[config.mk]
export PLATFORM = sky130hd
export DESIGN_NAME = multicycle_ctrl
export DESIGN_NICKNAME = d
export VERILOG_FILES = /design/src/rtl/mips_ctrl_pkg.sv /design/src/rtl/mem_wait_timer.sv /design/src/rtl/multicycle_ctrl.sv
export SDC_FILE = /design/constraint.sdc
export NUM_CORES = 1
export LEC_CHECK = 0
export CORE_UTILIZATION = 41
export CTS_BUF_LIST = sky130_fd_sc_hd__clkbuf_4 sky130_fd_sc_hd__clkbuf_8 sky130_fd_sc_hd__clkbuf_16
export DETAILED_ROUTE_END_ITERATION = 16
export GPL_ROUTABILITY_DRIVEN = 0
export HOLD_SLACK_MARGIN = 0.08
export PLACE_DENSITY_LB_ADDON = 0.05
export SYNTH_ARGS = -nofsm -noshare
export SYNTH_HDL_FRONTEND = slang
export SYNTH_HIERARCHICAL = 1
export SYNTH_SLANG_ARGS = --single-unit
[constraint.sdc]
create_clock -name clk_i -period 2.45 [get_ports clk_i]
set_input_delay 0.245 -clock clk_i [delete_from_list [all_inputs] [get_ports clk_i]]
set_output_delay 0.245 -clock clk_i [all_outputs]
set_load 0.03 [all_outputs]
[src/rtl/mips_ctrl_pkg.sv]
// Shared definitions for the multicycle MIPS control path: opcodes, ALU and
// ALUSrcB selector codes, FSM state encoding and the aggregated control word.
package mips_ctrl_pkg;

  localparam int unsigned OP_W     = 6;
  localparam int unsigned STATE_W  = 4;
  localparam int unsigned ALU_OP_W = 3;
  localparam int unsigned SRCB_W   = 2;

  // Primary opcodes (IR[31:26])
  localparam logic [OP_W-1:0] OP_RTYPE = 6'h00;
  localparam logic [OP_W-1:0] OP_LW    = 6'h23;
  localparam logic [OP_W-1:0] OP_SW    = 6'h2B;
  localparam logic [OP_W-1:0] OP_BEQ   = 6'h04;
  localparam logic [OP_W-1:0] OP_ADDI  = 6'h08;
  localparam logic [OP_W-1:0] OP_SLTI  = 6'h0A;

  // ALU operation select
  localparam logic [ALU_OP_W-1:0] ALU_ADD   = 3'b000;
  localparam logic [ALU_OP_W-1:0] ALU_SUB   = 3'b001;
  localparam logic [ALU_OP_W-1:0] ALU_FUNCT = 3'b010;
  localparam logic [ALU_OP_W-1:0] ALU_ADDI  = 3'b011;
  localparam logic [ALU_OP_W-1:0] ALU_SLTI  = 3'b100;

  // ALU B operand select
  localparam logic [SRCB_W-1:0] SRCB_B       = 2'b00;
  localparam logic [SRCB_W-1:0] SRCB_FOUR    = 2'b01;
  localparam logic [SRCB_W-1:0] SRCB_IMM     = 2'b10;
  localparam logic [SRCB_W-1:0] SRCB_IMM_SH2 = 2'b11;

  // FSM state encoding; codes 12..15 are unreachable and recover to FETCH
  typedef enum logic [STATE_W-1:0] {
    S_RST      = 4'd0,
    S_FETCH    = 4'd1,
    S_DECODE   = 4'd2,
    S_MEM_ADDR = 4'd3,
    S_MEM_RD   = 4'd4,
    S_WB_MEM   = 4'd5,
    S_MEM_WR   = 4'd6,
    S_EXEC_R   = 4'd7,
    S_WB_R     = 4'd8,
    S_EXEC_I   = 4'd9,
    S_BRANCH   = 4'd10,
    S_WB_I     = 4'd11
  } state_t;

  // Aggregated datapath control word driven each cycle
  typedef struct packed {
    logic                pc_write;
    logic                pc_write_cond;
    logic                pc_source;
    logic                iord;
    logic                mem_read;
    logic                mem_write;
    logic                ir_write;
    logic                mdr_write;
    logic                reg_dst;
    logic                mem_to_reg;
    logic                reg_write;
    logic                alu_src_a;
    logic [SRCB_W-1:0]   alu_src_b;
    logic [ALU_OP_W-1:0] alu_op;
    logic                instr_done;
    logic                illegal;
    logic                bus_err;
  } ctrl_t;

endpackage

[src/rtl/mem_wait_timer.sv]
// Memory wait counter with timeout detection.
//  clk_i, rst_i : clock, async active-low reset
//  clear        : zero the counter (state entry / timeout)
//  enable       : current state is waiting on the memory port
//  ready        : memory completes this cycle
//  timeout_c    : combinational, counter reached MEM_TIMEOUT with ready low
module mem_wait_timer #(
  parameter int unsigned MEM_TIMEOUT = 16,
  parameter int unsigned CNT_W       = 5
) (
  input  logic clk_i,
  input  logic rst_i,
  input  logic clear,
  input  logic enable,
  input  logic ready,
  output logic timeout_c
);

  localparam logic [CNT_W-1:0] LIMIT   = CNT_W'(MEM_TIMEOUT);
  localparam logic [CNT_W-1:0] CNT_MAX = '1;
  localparam bit               TO_EN   = (MEM_TIMEOUT != 0);

  logic [CNT_W-1:0] cnt;
  logic             wait_c;

  assign wait_c    = enable && !ready;
  assign timeout_c = TO_EN && wait_c && (cnt == LIMIT);

  // Counts stalled cycles; saturates so an unbounded wait never wraps
  always_ff @(posedge clk_i or negedge rst_i) begin
    if (!rst_i) begin
      cnt <= '0;
    end else if (clear) begin
      cnt <= '0;
    end else if (wait_c && (cnt != CNT_MAX)) begin
      cnt <= cnt + CNT_W'(1);
    end
  end

endmodule

[src/rtl/multicycle_ctrl.sv]
// Multicycle MIPS control FSM. Sequences a shared datapath through
// FETCH/DECODE/EXEC/MEM/WB for R-type, lw, sw, beq, addi and slti, waiting on
// a memory ready handshake with timeout and flagging illegal opcodes.
//  clk_i, rst_i        : clock, async active-low reset
//  instr_op_i          : IR[31:26], valid from DECODE onward
//  mem_ready_i         : memory completes current access
//  zero_i              : ALU zero flag (gated with PCWriteCond_o in datapath)
//  PCWrite_o .. ALU_op_o : datapath controls (combinational from state)
//  instr_done_o        : pulse on the last cycle of each instruction
//  illegal_o           : pulse on unknown opcode in DECODE
//  bus_err_o           : pulse on memory access timeout
//  state_o             : current state code
module multicycle_ctrl
  import mips_ctrl_pkg::*;
#(
  parameter int unsigned MEM_TIMEOUT = 16,
  parameter int unsigned CNT_W       = 5
) (
  input  logic                clk_i,
  input  logic                rst_i,
  input  logic [OP_W-1:0]     instr_op_i,
  input  logic                mem_ready_i,
  input  logic                zero_i,
  output logic                PCWrite_o,
  output logic                PCWriteCond_o,
  output logic                PCSource_o,
  output logic                IorD_o,
  output logic                MemRead_o,
  output logic                MemWrite_o,
  output logic                IRWrite_o,
  output logic                MDRWrite_o,
  output logic                RegDst_o,
  output logic                MemtoReg_o,
  output logic                RegWrite_o,
  output logic                ALUSrcA_o,
  output logic [SRCB_W-1:0]   ALUSrcB_o,
  output logic [ALU_OP_W-1:0] ALU_op_o,
  output logic                instr_done_o,
  output logic                illegal_o,
  output logic                bus_err_o,
  output logic [STATE_W-1:0]  state_o
);

  state_t state_q;
  state_t state_d;
  ctrl_t  ctrl;
  logic   tmr_enable;
  logic   tmr_clear;
  logic   mem_timeout;
  logic   unused_zero;

  // The branch decision is taken in the datapath from PCWriteCond_o & zero_i
  assign unused_zero = zero_i;

  // Only the memory-access states observe mem_ready_i
  assign tmr_enable = (state_q == S_FETCH) || (state_q == S_MEM_RD) ||
                      (state_q == S_MEM_WR);
  // Restart the count on every state change and on a FETCH retry
  assign tmr_clear  = (state_d != state_q) || mem_timeout;

  mem_wait_timer #(
    .MEM_TIMEOUT (MEM_TIMEOUT),
    .CNT_W       (CNT_W)
  ) u_timer (
    .clk_i     (clk_i),
    .rst_i     (rst_i),
    .clear     (tmr_clear),
    .enable    (tmr_enable),
    .ready     (mem_ready_i),
    .timeout_c (mem_timeout)
  );

  // State register
  always_ff @(posedge clk_i or negedge rst_i) begin
    if (!rst_i) begin
      state_q <= S_RST;
    end else begin
      state_q <= state_d;
    end
  end

  // Next state and control word
  always_comb begin
    state_d = state_q;
    ctrl    = '0;
    case (state_q)
      S_RST: begin
        state_d = S_FETCH;
      end
      S_FETCH: begin
        ctrl.alu_src_b = SRCB_FOUR;
        ctrl.alu_op    = ALU_ADD;
        ctrl.mem_read  = !mem_timeout;
        if (mem_ready_i) begin
          ctrl.ir_write = 1'b1;
          ctrl.pc_write = 1'b1;
          state_d       = S_DECODE;
        end else if (mem_timeout) begin
          // Retry the same PC; nothing was written
          ctrl.bus_err = 1'b1;
          state_d      = S_FETCH;
        end
      end
      S_DECODE: begin
        ctrl.alu_src_b = SRCB_IMM_SH2;
        ctrl.alu_op    = ALU_ADD;
        case (instr_op_i)
          OP_RTYPE:        state_d = S_EXEC_R;
          OP_LW, OP_SW:    state_d = S_MEM_ADDR;
          OP_BEQ:          state_d = S_BRANCH;
          OP_ADDI, OP_SLTI: state_d = S_EXEC_I;
          default: begin
            ctrl.illegal = 1'b1;
            state_d      = S_FETCH;
          end
        endcase
      end
      S_EXEC_R: begin
        ctrl.alu_src_a = 1'b1;
        ctrl.alu_src_b = SRCB_B;
        ctrl.alu_op    = ALU_FUNCT;
        state_d        = S_WB_R;
      end
      S_WB_R: begin
        ctrl.reg_dst    = 1'b1;
        ctrl.reg_write  = 1'b1;
        ctrl.instr_done = 1'b1;
        state_d         = S_FETCH;
      end
      S_EXEC_I: begin
        ctrl.alu_src_a = 1'b1;
        ctrl.alu_src_b = SRCB_IMM;
        ctrl.alu_op    = (instr_op_i == OP_SLTI) ? ALU_SLTI : ALU_ADDI;
        state_d        = S_WB_I;
      end
      S_WB_I: begin
        ctrl.reg_write  = 1'b1;
        ctrl.instr_done = 1'b1;
        state_d         = S_FETCH;
      end
      S_MEM_ADDR: begin
        ctrl.alu_src_a = 1'b1;
        ctrl.alu_src_b = SRCB_IMM;
        ctrl.alu_op    = ALU_ADD;
        if (instr_op_i == OP_LW) begin
          state_d = S_MEM_RD;
        end else if (instr_op_i == OP_SW) begin
          state_d = S_MEM_WR;
        end else begin
          state_d = S_FETCH;
        end
      end
      S_MEM_RD: begin
        ctrl.iord     = 1'b1;
        ctrl.mem_read = !mem_timeout;
        if (mem_ready_i) begin
          ctrl.mdr_write = 1'b1;
          state_d        = S_WB_MEM;
        end else if (mem_timeout) begin
          ctrl.bus_err = 1'b1;
          state_d      = S_FETCH;
        end
      end
      S_WB_MEM: begin
        ctrl.mem_to_reg = 1'b1;
        ctrl.reg_write  = 1'b1;
        ctrl.instr_done = 1'b1;
        state_d         = S_FETCH;
      end
      S_MEM_WR: begin
        ctrl.iord      = 1'b1;
        ctrl.mem_write = !mem_timeout;
        if (mem_ready_i) begin
          ctrl.instr_done = 1'b1;
          state_d         = S_FETCH;
        end else if (mem_timeout) begin
          ctrl.bus_err = 1'b1;
          state_d      = S_FETCH;
        end
      end
      S_BRANCH: begin
        ctrl.alu_src_a     = 1'b1;
        ctrl.alu_src_b     = SRCB_B;
        ctrl.alu_op        = ALU_SUB;
        ctrl.pc_write_cond = 1'b1;
        ctrl.pc_source     = 1'b1;
        ctrl.instr_done    = 1'b1;
        state_d            = S_FETCH;
      end
      default: begin
        state_d = S_FETCH;
      end
    endcase
  end

  assign PCWrite_o     = ctrl.pc_write;
  assign PCWriteCond_o = ctrl.pc_write_cond;
  assign PCSource_o    = ctrl.pc_source;
  assign IorD_o        = ctrl.iord;
  assign MemRead_o     = ctrl.mem_read;
  assign MemWrite_o    = ctrl.mem_write;
  assign IRWrite_o     = ctrl.ir_write;
  assign MDRWrite_o    = ctrl.mdr_write;
  assign RegDst_o      = ctrl.reg_dst;
  assign MemtoReg_o    = ctrl.mem_to_reg;
  assign RegWrite_o    = ctrl.reg_write;
  assign ALUSrcA_o     = ctrl.alu_src_a;
  assign ALUSrcB_o     = ctrl.alu_src_b;
  assign ALU_op_o      = ctrl.alu_op;
  assign instr_done_o  = ctrl.instr_done;
  assign illegal_o     = ctrl.illegal;
  assign bus_err_o     = ctrl.bus_err;
  assign state_o       = state_q;

endmodule

==> out/metrics.csv, run 1 <==
metric,value,unit
I/O pin cnt,34,
Via density,5.56,
die area,0.00272,sq mm
period utilization,98.6,%
Post-layout nets,187,
routed wl met2,1.35,mm
Crit Path Class,reg2reg,
worst path cell trace,nand2b_4 -> o21a_1 -> nor2_2 -> nand4b_1 -> nor3_4 -> nor4b_2 -> a21oi_1 -> o22ai_2 -> mux2i_1 -> a311o_1 -> nor2b_1 -> mux2_4,
Max-slew headroom,75.0,%
post-route minimum period,2.42,ns
Core Area,0.00230,sq mm
vias post-DR,1117,
Mapped Cells,132,
CP max stage cell,dfrtp_2,
syn_area_per_cell,7.81,sq um
syn nets,145,
post-route insts no fill,201,
Hold Fails Final Rpt,0,
largest net degree at the start of global routing,23,
most frequent cells in the layout,"clkdlybuf4s50_1 (19), buf_4 (19), nor2_1 (11)",
Leak Pwr,0.742,nW
Yosys cell types,49,
Final Hold Slack,0.282,ns
Worst Skew,0.00239,ns
post-synthesis register bit count,9,
Top Layer Used,met4,
Synth area leader,dfrtp_1,
main flop type after synthesis,dfrtp_1,
placed cell area,0.00148,sq mm
DRT Pass-1 Iters,4,
status,"complete, no violations",
vias in the first global route,1042,
Worst Path Buf+Inv,0,
CTS tree,done,
CP endpoint kind,flip-flop,
maximum clock path buffer count,2,
Cell Rows,17,
GRT Total Usage,22.9,%
"reg-to-reg slack, setup",0.03,ns
H-tree Lvls,1,
initial antenna violation count,0,
Num CTS Buffers,3,
"Design Area, Final",0.00153,sq mm
first-pass GRT wire length,4.64,mm
Starting Density,44.9,%
r2r worst-path depth,12,
IO Port Bufs,32,
worst hold path class,in2async,
antenna fix cells,0,
asr flop ratio synth,100,%
arrival time at the worst endpoint,2.60,ns
Area contributors post-synth,"dfrtp_1 (22%), nand2b_1 (6.7%), nor2_1 (5.5%)",
drt wl/cell,13.7,um
reg2reg end,u_timer/cnt[3]$_DFFE_PN0P_,
die height,52.1,um
"Slew Viols, Final",0,
Yosys top cell area share,21.8,%
DRC viols,0,
met3 wire length,98,um
power density over cell area,744,mW/mm^2
Post-CTS Setup Inserts,0,
synth warn,6,
Clock Latency Late Sink,0.24,ns
"Reg clk slew, reported paths",0.05,ns
register area share after synthesis,21.8,%
Initial DRC Count,23,
CP max stage delay,0.39,ns
# clock sinks,9,
Max VDD drop,640,uV
Final ANT Viol Nets,0,
Die X,52.1,um
placed cells,197,
proportion of layout cells with a drive suffix above 1,23.1,%
total global routing overflow,0,
largest delay contributor family on the critical path,compound AO/OA/AOI/OAI gates,
Slew @ Worst Pin,0.374,ns
HPWL Detailed,2.12,mm
Max-Cap Viols,0,
RSZ-0062 raised after global routing,true,
CTS Hold Buffers Added,0,
# setup viols final,0,
Met1 Wirelength,1.30,mm
number of flops mapped to enable cells by yosys,0,
"Req. time, crit path",2.64,ns
Crit Reg-Reg Startpoint,state_o[2]$_DFF_PN0_,
final WL,2.76,mm
CTS Root Cell,clkbuf_4,
CP Launch Type,flip-flop,
Fmax,0.414,GHz
Sum Neg Setup Slack,0,ns
Syn Std Cell Area,0.00103,sq mm
Area growth syn-to-layout,47.9,%
Worst Path Max Fanout,4,
[cells by family (layout without fill, tap and decap cells)]
family / count (synthesis) / in the layout / share of synthesized area, %
xor+xnor: 2 / 2 / 1.70
mux: 6 / 6 / 5.95
compound gates: 31 / 31 / 21.5
buf+inv: 14 / 55 / 6.92
flops: 9 / 9 / 21.8
fa+ha+maj: 3 / 3 / 3.64
simple gates: 67 / 67 / 38.5
[worst register-to-register path, stage by stage, from the launching register on]
cell	delay (ns)
dfrtp_2	0.39
nand2b_4	0.14
o21a_1	0.17
nor2_2	0.12
nand4b_1	0.16
nor3_4	0.20
nor4b_2	0.07
a21oi_1	0.17
o22ai_2	0.13
mux2i_1	0.13
a311o_1	0.39
nor2b_1	0.14
mux2_4	0.15
[final cells by class]
class                           instances  area, sq um
Sequential cell                         9          228
Clock buffer                            4         30.0
Multi-Input combinational cell        109          778
Timing Repair Buffer                   48          443
Inverter                                3         11.3
Tap cell                               28         35.0
Fill cell                             204          772
[power breakdown]
| group | switching, W | total, W | internal [W] |
|---|---|---|---|
| Clock | 0.0000408 | 0.000114 | 0.0000731 |
| Combinational | 0.000468 | 0.000823 | 0.000355 |
| Sequential | 0.0000235 | 0.000198 | 0.000174 |
| Total | 0.000532 | 0.00113 | 0.000602 |
[layer usage]
| metal | track usage [%] | up-vias |
|---|---|---|
| met4 | 6.58 | 0 |
| li1 | - | 564 |
| met5 | 0 | - |
| met1 | 29.1 | 521 |
| met2 | 40.8 | 30 |
| met3 | 1.75 | 2 |
[stage by stage]
stage / setup slack, ns / util (%) / power, W
CTS: 0.00176 / 65.3 / 0.00113
global route: -0.0516 / 66.4 / 0.00121
floorplan: -0.189 / - / 0.000744
finish: 0.0343 / 66.4 / 0.00113
global placement: -0.0127 / 64.2 / 0.00101
detailed placement: -0.0116 / 64.2 / 0.00102
[what timing repair did]
item | 4_1_cts | 5_1_grt
pin swaps | 2 | 4
cloned | 0 | 0
endpoints found under the setup margin | 6 | 13
resized for setup | 4 | 10
[registers in the layout (all words and copies together) (netlist names)]
| signal | cells |
|---|---|
| u_timer/cnt | 5 |
| state_o | 4 |
[cells in the mapped netlist (2+ instances only)]
cell / n
o32a_1: 2
a311oi_1: 2
nor3b_1: 2
ha_1: 3
a21oi_1: 5
o21ai_0: 8
dfrtp_1: 9
nor2b_1: 9
buf_4: 2
inv_1: 3
mux2i_1: 5
clkbuf_1: 4
nor2_1: 15
nand2_1: 7
nor3_1: 7
xnor2_1: 2
buf_2: 3
nand2b_1: 11
nand4_1: 2
nand3_1: 2
[worst max path at each step]
| stage | endpoint | cells after the start | slack [ns] | from |
|---|---|---|---|---|
| 2_1_floorplan | u_timer/cnt[3]$_DFFE_PN0P_ | 13 | -0.19 | state_o[2]$_DFF_PN0_ |
| 6_report | u_timer/cnt[3]$_DFFE_PN0P_ | 12 | 0.03 | state_o[2]$_DFF_PN0_ |
| 5_1_grt | u_timer/cnt[3]$_DFFE_PN0P_ | 12 | -0.05 | state_o[2]$_DFF_PN0_ |
| 4_1_cts | ALU_op_o[1] | 7 | 0.002 | state_o[2]$_DFF_PN0_ |
| 3_5_place_dp | u_timer/cnt[3]$_DFFE_PN0P_ | 8 | -0.01 | instr_op_i[0] |
| 3_3_place_gp | u_timer/cnt[3]$_DFFE_PN0P_ | 8 | -0.01 | instr_op_i[0] |
Note: power is estimated with default switching activity, not from simulation.
==> run 2, diff against run 1 <==
--- a/config.mk
+++ b/config.mk
@@ -5,7 +5,7 @@
 export SDC_FILE = /design/constraint.sdc
 export NUM_CORES = 1
 export LEC_CHECK = 0
-export CORE_UTILIZATION = 41
+export CORE_UTILIZATION = 43
 export CTS_BUF_LIST = sky130_fd_sc_hd__clkbuf_4 sky130_fd_sc_hd__clkbuf_8 sky130_fd_sc_hd__clkbuf_16
 export DETAILED_ROUTE_END_ITERATION = 16
 export GPL_ROUTABILITY_DRIVEN = 0
==> constraint.sdc (replaced) <==
create_clock -name clk_i -period 3.14 [get_ports clk_i]
set_input_delay 0.314 -clock clk_i [delete_from_list [all_inputs] [get_ports clk_i]]
set_output_delay 0.314 -clock clk_i [all_outputs]
set_load 0.03 [all_outputs]
==> run 2 against run 1 <==
Effect of this change:
- clock power fell by 16%
- sequential cell count unchanged
- largest cell class unchanged
- sequential power down 24%
- combinational power is 28% lower
- routed wire length fell by 4.9%
- via count down 2.5%
- final area down 8.1%
- die area fell by 4.5%
- count of clock-buffer cells in the layout stayed put
==> out/metrics.csv, run 2 (same netlist as run 1, synthesis figures left out) <==
metric,value,unit
placed cells,187,
CP max stage delay,0.66,ns
status,"complete, no violations",
most frequent cells in the layout,"clkdlybuf4s50_1 (32), nor2_1 (15), nand2b_1 (11)",
Core Area,0.00223,sq mm
Worst Skew,0.000341,ns
initial antenna violation count,0,
Crit Path Class,reg2out,
"Reg clk slew, reported paths",0.06,ns
placed cell area,0.00137,sq mm
power share of the sequential group,18.0,%
RSZ-0062 raised after global routing,false,
HPWL Detailed,1.97,mm
"Slew Viols, Final",0,
max reg flops,5,
proportion of layout cells with a drive suffix above 1,9.82,%
IO Port Bufs,32,
arrival time at the worst endpoint,2.57,ns
Cell Rows,17,
Gate power share,70.5,%
vias in the first global route,972,
Area growth syn-to-layout,35.9,%
I/O pin cnt,34,
antenna fix cells,0,
Post-layout nets,177,
CP Launch Type,flip-flop,
DRT Pass-1 Iters,4,
Post-CTS Setup Inserts,0,
largest net degree at the start of global routing,22,
Hold Fails Final Rpt,0,
# clock sinks,9,
"Design Area, Final",0.00140,sq mm
"Req. time, crit path",2.83,ns
Sum Neg Setup Slack,0,ns
# setup viols final,0,
total global routing overflow,0,
post-CTS sizing,0,
Fmax,0.347,GHz
Num CTS Buffers,3,
CP endpoint kind,output pin,
Worst Path Buf+Inv,2,
vias post-DR,1089,
Switch Pwr,0.000404,W
Max VDD drop,468,uV
Leak Pwr,0.564,nW
Via density,5.70,
CTS Hold Buffers Added,0,
die height,51.0,um
Fillers,203,
drt wl/cell,13.8,um
Clk pwr share,11.5,%
final WL,2.63,mm
Pint,0.000433,W
GRT Total Usage,22.8,%
post-route insts no fill,191,
H-tree Lvls,1,
power density over cell area,597,mW/mm^2
"most common cell after layout, fill and taps aside",clkdlybuf4s50_1,
worst path cell trace,nand2b_1 -> o21a_1 -> nor2_1 -> nand4b_1 -> nor3_1 -> buf_4 -> and3b_1 -> clkdlybuf4s50_1,
Largest Register,u_timer/cnt,
Worst Path Max Fanout,7,
first-pass GRT wire length,4.46,mm
Clock Latency Late Sink,0.26,ns
Starting Density,46.2,%
Die X,51.0,um
maximum clock path buffer count,2,
Max-Cap Viols,0,
Max-slew headroom,70.3,%
post-route minimum period,2.88,ns
period utilization,91.8,%
sw frac,48.3,%
CTS Root Cell,clkbuf_4,
worst hold path class,in2async,
Slew @ Worst Pin,0.434,ns
Initial DRC Count,16,
CTS tree,done,
CP max stage cell,clkdlybuf4s50_1,
die area,0.00260,sq mm
Final ANT Viol Nets,0,
largest delay contributor family on the critical path,simple AND/OR/NAND/NOR gates,
DRC viols,0,
## run 2: area by class of cell
cell class / count / area, sq um / area share, %
inverters: 3 / 11.3 / 0.804
flip-flops and latches: 9 / 225 / 16.1
clock buffers: 4 / 30.0 / 2.14
repair buffers: 38 / 365 / 26.1
multi-input cells: 109 / 734 / 52.4
well taps: 28 / 35.0 / 2.50
## run 2: metrics by stage
| stage | util (%) | hold WS [ns] | power, W | worst slack, ns |
|---|---|---|---|---|
| 2_1_floorplan | - | 0.0184 | 0.000560 | 0.0877 |
| 3_3_place_gp | 61.4 | 0.544 | 0.000732 | 0.503 |
| 3_5_place_dp | 61.4 | 0.547 | 0.000737 | 0.450 |
| 4_1_cts | 62.7 | 0.360 | 0.000837 | 0.262 |
| 5_1_grt | 62.7 | 0.380 | 0.000899 | 0.0941 |
| 6_report | 62.7 | 0.354 | 0.000837 | 0.256 |
## run 2: worst paths after layout
| path | cells after the start | to | slack [ns] | from |
|---|---|---|---|---|
| hold reg to reg | 2 | u_timer/cnt[4]$_DFFE_PN0P_ | 0.56 | u_timer/cnt[4]$_DFFE_PN0P_ |
| setup / recovery | 8 | bus_err_o | 0.26 | state_o[2]$_DFF_PN0_ |
| max in group asynchronous | 1 | u_timer/cnt[2]$_DFFE_PN0P_ | 2.50 | rst_i |
| hold / removal | 1 | state_o[3]$_DFF_PN0_ | 0.35 | rst_i |
| setup reg to reg | 13 | u_timer/cnt[3]$_DFFE_PN0P_ | 0.41 | state_o[2]$_DFF_PN0_ |
| min in group clk_i | 2 | u_timer/cnt[4]$_DFFE_PN0P_ | 0.56 | u_timer/cnt[4]$_DFFE_PN0P_ |
## run 2: power by group through the flow
stage	registers (W)	logic (W)	clock network (W)
floorplan	0.000179	0.000381	0
global placement	0.000152	0.000580	0
detailed placement	0.000153	0.000584	0
CTS	0.000151	0.000586	0.000100
global route	0.000154	0.000639	0.000105
finish	0.000151	0.000590	0.0000961
## run 2: layer usage
metal  wire length, um  vias to the layer above  global-route usage (%)  share of wire [%]
met4                24                        0                    4.17               0.91
met5                 0                        -                       0                  0
li1                  -                      543                       -                  -
met3               108                        8                    5.36                4.1
met2              1250                       41                    37.7                 48
met1              1240                      497                    30.2                 47
==> run 3, diff against run 2 <==
--- a/config.mk
+++ b/config.mk
@@ -5,6 +5,7 @@
 export SDC_FILE = /design/constraint.sdc
 export NUM_CORES = 1
 export LEC_CHECK = 0
+export ABC_CLOCK_PERIOD_IN_PS = 3000
 export CORE_UTILIZATION = 43
 export CTS_BUF_LIST = sky130_fd_sc_hd__clkbuf_4 sky130_fd_sc_hd__clkbuf_8 sky130_fd_sc_hd__clkbuf_16
 export DETAILED_ROUTE_END_ITERATION = 16
==> constraint.sdc (replaced) <==
create_clock -name clk_i -period 3 [get_ports clk_i]
set_input_delay 0.3 -clock clk_i [delete_from_list [all_inputs] [get_ports clk_i]]
set_output_delay 0.3 -clock clk_i [all_outputs]
set_load 0.03 [all_outputs]
==> run 3 against run 2 <==
Effect of this change:
- count of clock-buffer cells in the layout did not move
- global-route usage grew 0.15 points
- utilization grew 0.28 points
- via count shrank 0.83%
- worst hold slack lost 0.012 ns
- non-clock buffer count up 1
- sequential power is 11% higher
- clock power grew 8%
- power is 7.4% higher
- die area unchanged
- critical path type unchanged
- highest routed layer is now met3
==> out/metrics.csv, run 3 (same netlist as run 1, synthesis figures left out) <==
metric,value,unit
Final Hold Slack,0.342,ns
Crit Path Class,reg2out,
final WL,2.72,mm
Worst Path Buf+Inv,2,
r2r worst-path depth,13,
CTS Hold Buffers Added,0,
Post-layout nets,178,
"Design Area, Final",0.00141,sq mm
CTS Root Cell,clkbuf_4,
Area growth syn-to-layout,36.5,%
Cell Rows,17,
CP max stage cell,clkdlybuf4s50_1,
# setup viols final,0,
"Slew Viols, Final",0,
Worst Path Max Fanout,11,
antenna fix cells,0,
first-pass GRT wire length,4.53,mm
"reg-to-reg slack, setup",0.29,ns
worst hold path class,in2async,
largest delay contributor family on the critical path,buffers and inverters,
"Reg clk slew, reported paths",0.06,ns
H-tree Lvls,1,
most frequent cells in the layout,"clkdlybuf4s50_1 (31), nor2_1 (15), nand2b_1 (11)",
Post-CTS Setup Inserts,0,
vias post-DR,1080,
power density over cell area,638,mW/mm^2
Initial DRC Count,25,
GRT Total Usage,23.0,%
I/O pin cnt,34,
Fmax,0.354,GHz
Top Layer Used,met3,
status,"complete, no violations",
RSZ-0062 raised after global routing,false,
"Req. time, crit path",2.70,ns
period utilization,94.3,%
worst path cell trace,nand2b_1 -> o21a_1 -> nor2_1 -> nand4b_1 -> nor3_1 -> buf_4 -> a2111oi_1 -> clkdlybuf4s50_1,
Core Area,0.00223,sq mm
HPWL Detailed,2.03,mm
Max-Cap Viols,0,
Worst Skew,0.000551,ns
reg2reg end,u_timer/cnt[3]$_DFFE_PN0P_,
maximum clock path buffer count,2,
Reg area,225,sq um
drt wl/cell,14.1,um
DRT Pass-1 Iters,4,
Final ANT Viol Nets,0,
# clock sinks,9,
Sum Neg Setup Slack,0,ns
Hold Fails Final Rpt,0,
vias in the first global route,986,
Num CTS Buffers,3,
CP endpoint kind,output pin,
initial antenna violation count,0,
post-route minimum period,2.83,ns
placed cell area,0.00138,sq mm
Max-slew headroom,71.4,%
die area,0.00260,sq mm
Via density,5.63,
CP Launch Type,flip-flop,
Fillers,216,
die height,51.0,um
proportion of layout cells with a drive suffix above 1,11.0,%
arrival time at the worst endpoint,2.53,ns
routed wl met2,1.30,mm
post-CTS sizing,0,
Leak Pwr,0.571,nW
DRC viols,0,
IO Port Bufs,32,
Slew @ Worst Pin,0.428,ns
largest net degree at the start of global routing,21,
Largest Register,u_timer/cnt,
Starting Density,46.2,%
Met1 Wirelength,1.32,mm
Clock Latency Late Sink,0.26,ns
CP max stage delay,0.75,ns
CTS tree,done,
total global routing overflow,0,
Die X,51.0,um
Crit Reg-Reg Startpoint,state_o[0]$_DFF_PN0_,
Multi-input gate area,736,sq um
max reg flops,5,
Max VDD drop,399,uV
"most common cell after layout, fill and taps aside",clkdlybuf4s50_1,
met3 wire length,100,um
[run 3: cell count changes in the layout (fill, tap and decap cells not counted), sizes merged]
cell | previous run | this run
buf | 6 | 8
clkdlybuf4s50 | 32 | 31
[run 3: final cells by class]
cell class	count	area share [%]
tap	28	2.49
inverter	3	0.800
clock buffer	4	2.13
multi-input combinational	109	52.3
sequential	9	16.0
timing repair buffer	39	26.3
[run 3: stage by stage]
| step | util (%) | total power (W) | cells | worst slack, ns |
|---|---|---|---|---|
| floorplan | - | 0.000589 | 132 | 0.115 |
| global placement | 61.7 | 0.000778 | 188 | 0.381 |
| detailed placement | 61.7 | 0.000788 | 188 | 0.334 |
| CTS | 63.0 | 0.000899 | 192 | 0.172 |
| global route | 63.0 | 0.000958 | 192 | 0.00494 |
| finish | 63.0 | 0.000899 | 192 | 0.171 |
[run 3: power breakdown]
part           switching, W  internal (W)  total, W
clock             0.0000436     0.0000604  0.000104
combinational      0.000364      0.000264  0.000628
sequential        0.0000264      0.000141  0.000167
[run 3: how the worst max path moves through the flow]
stage / start / end / depth (start not counted)
finish: state_o[0]$_DFF_PN0_ / MemRead_o / 8
global placement: instr_op_i[3] / u_timer/cnt[3]$_DFFE_PN0P_ / 8
floorplan: state_o[2]$_DFF_PN0_ / u_timer/cnt[3]$_DFFE_PN0P_ / 13
detailed placement: instr_op_i[3] / u_timer/cnt[3]$_DFFE_PN0P_ / 8
CTS: state_o[0]$_DFF_PN0_ / MemRead_o / 8
global route: state_o[0]$_DFF_PN0_ / MemRead_o / 8
[run 3: per-layer routing]
metal	track usage, %	up-vias
met2	37.5	29
met1	31.8	508
li1	-	543
met3	4.76	0
met5	0	-
met4	2.78	0
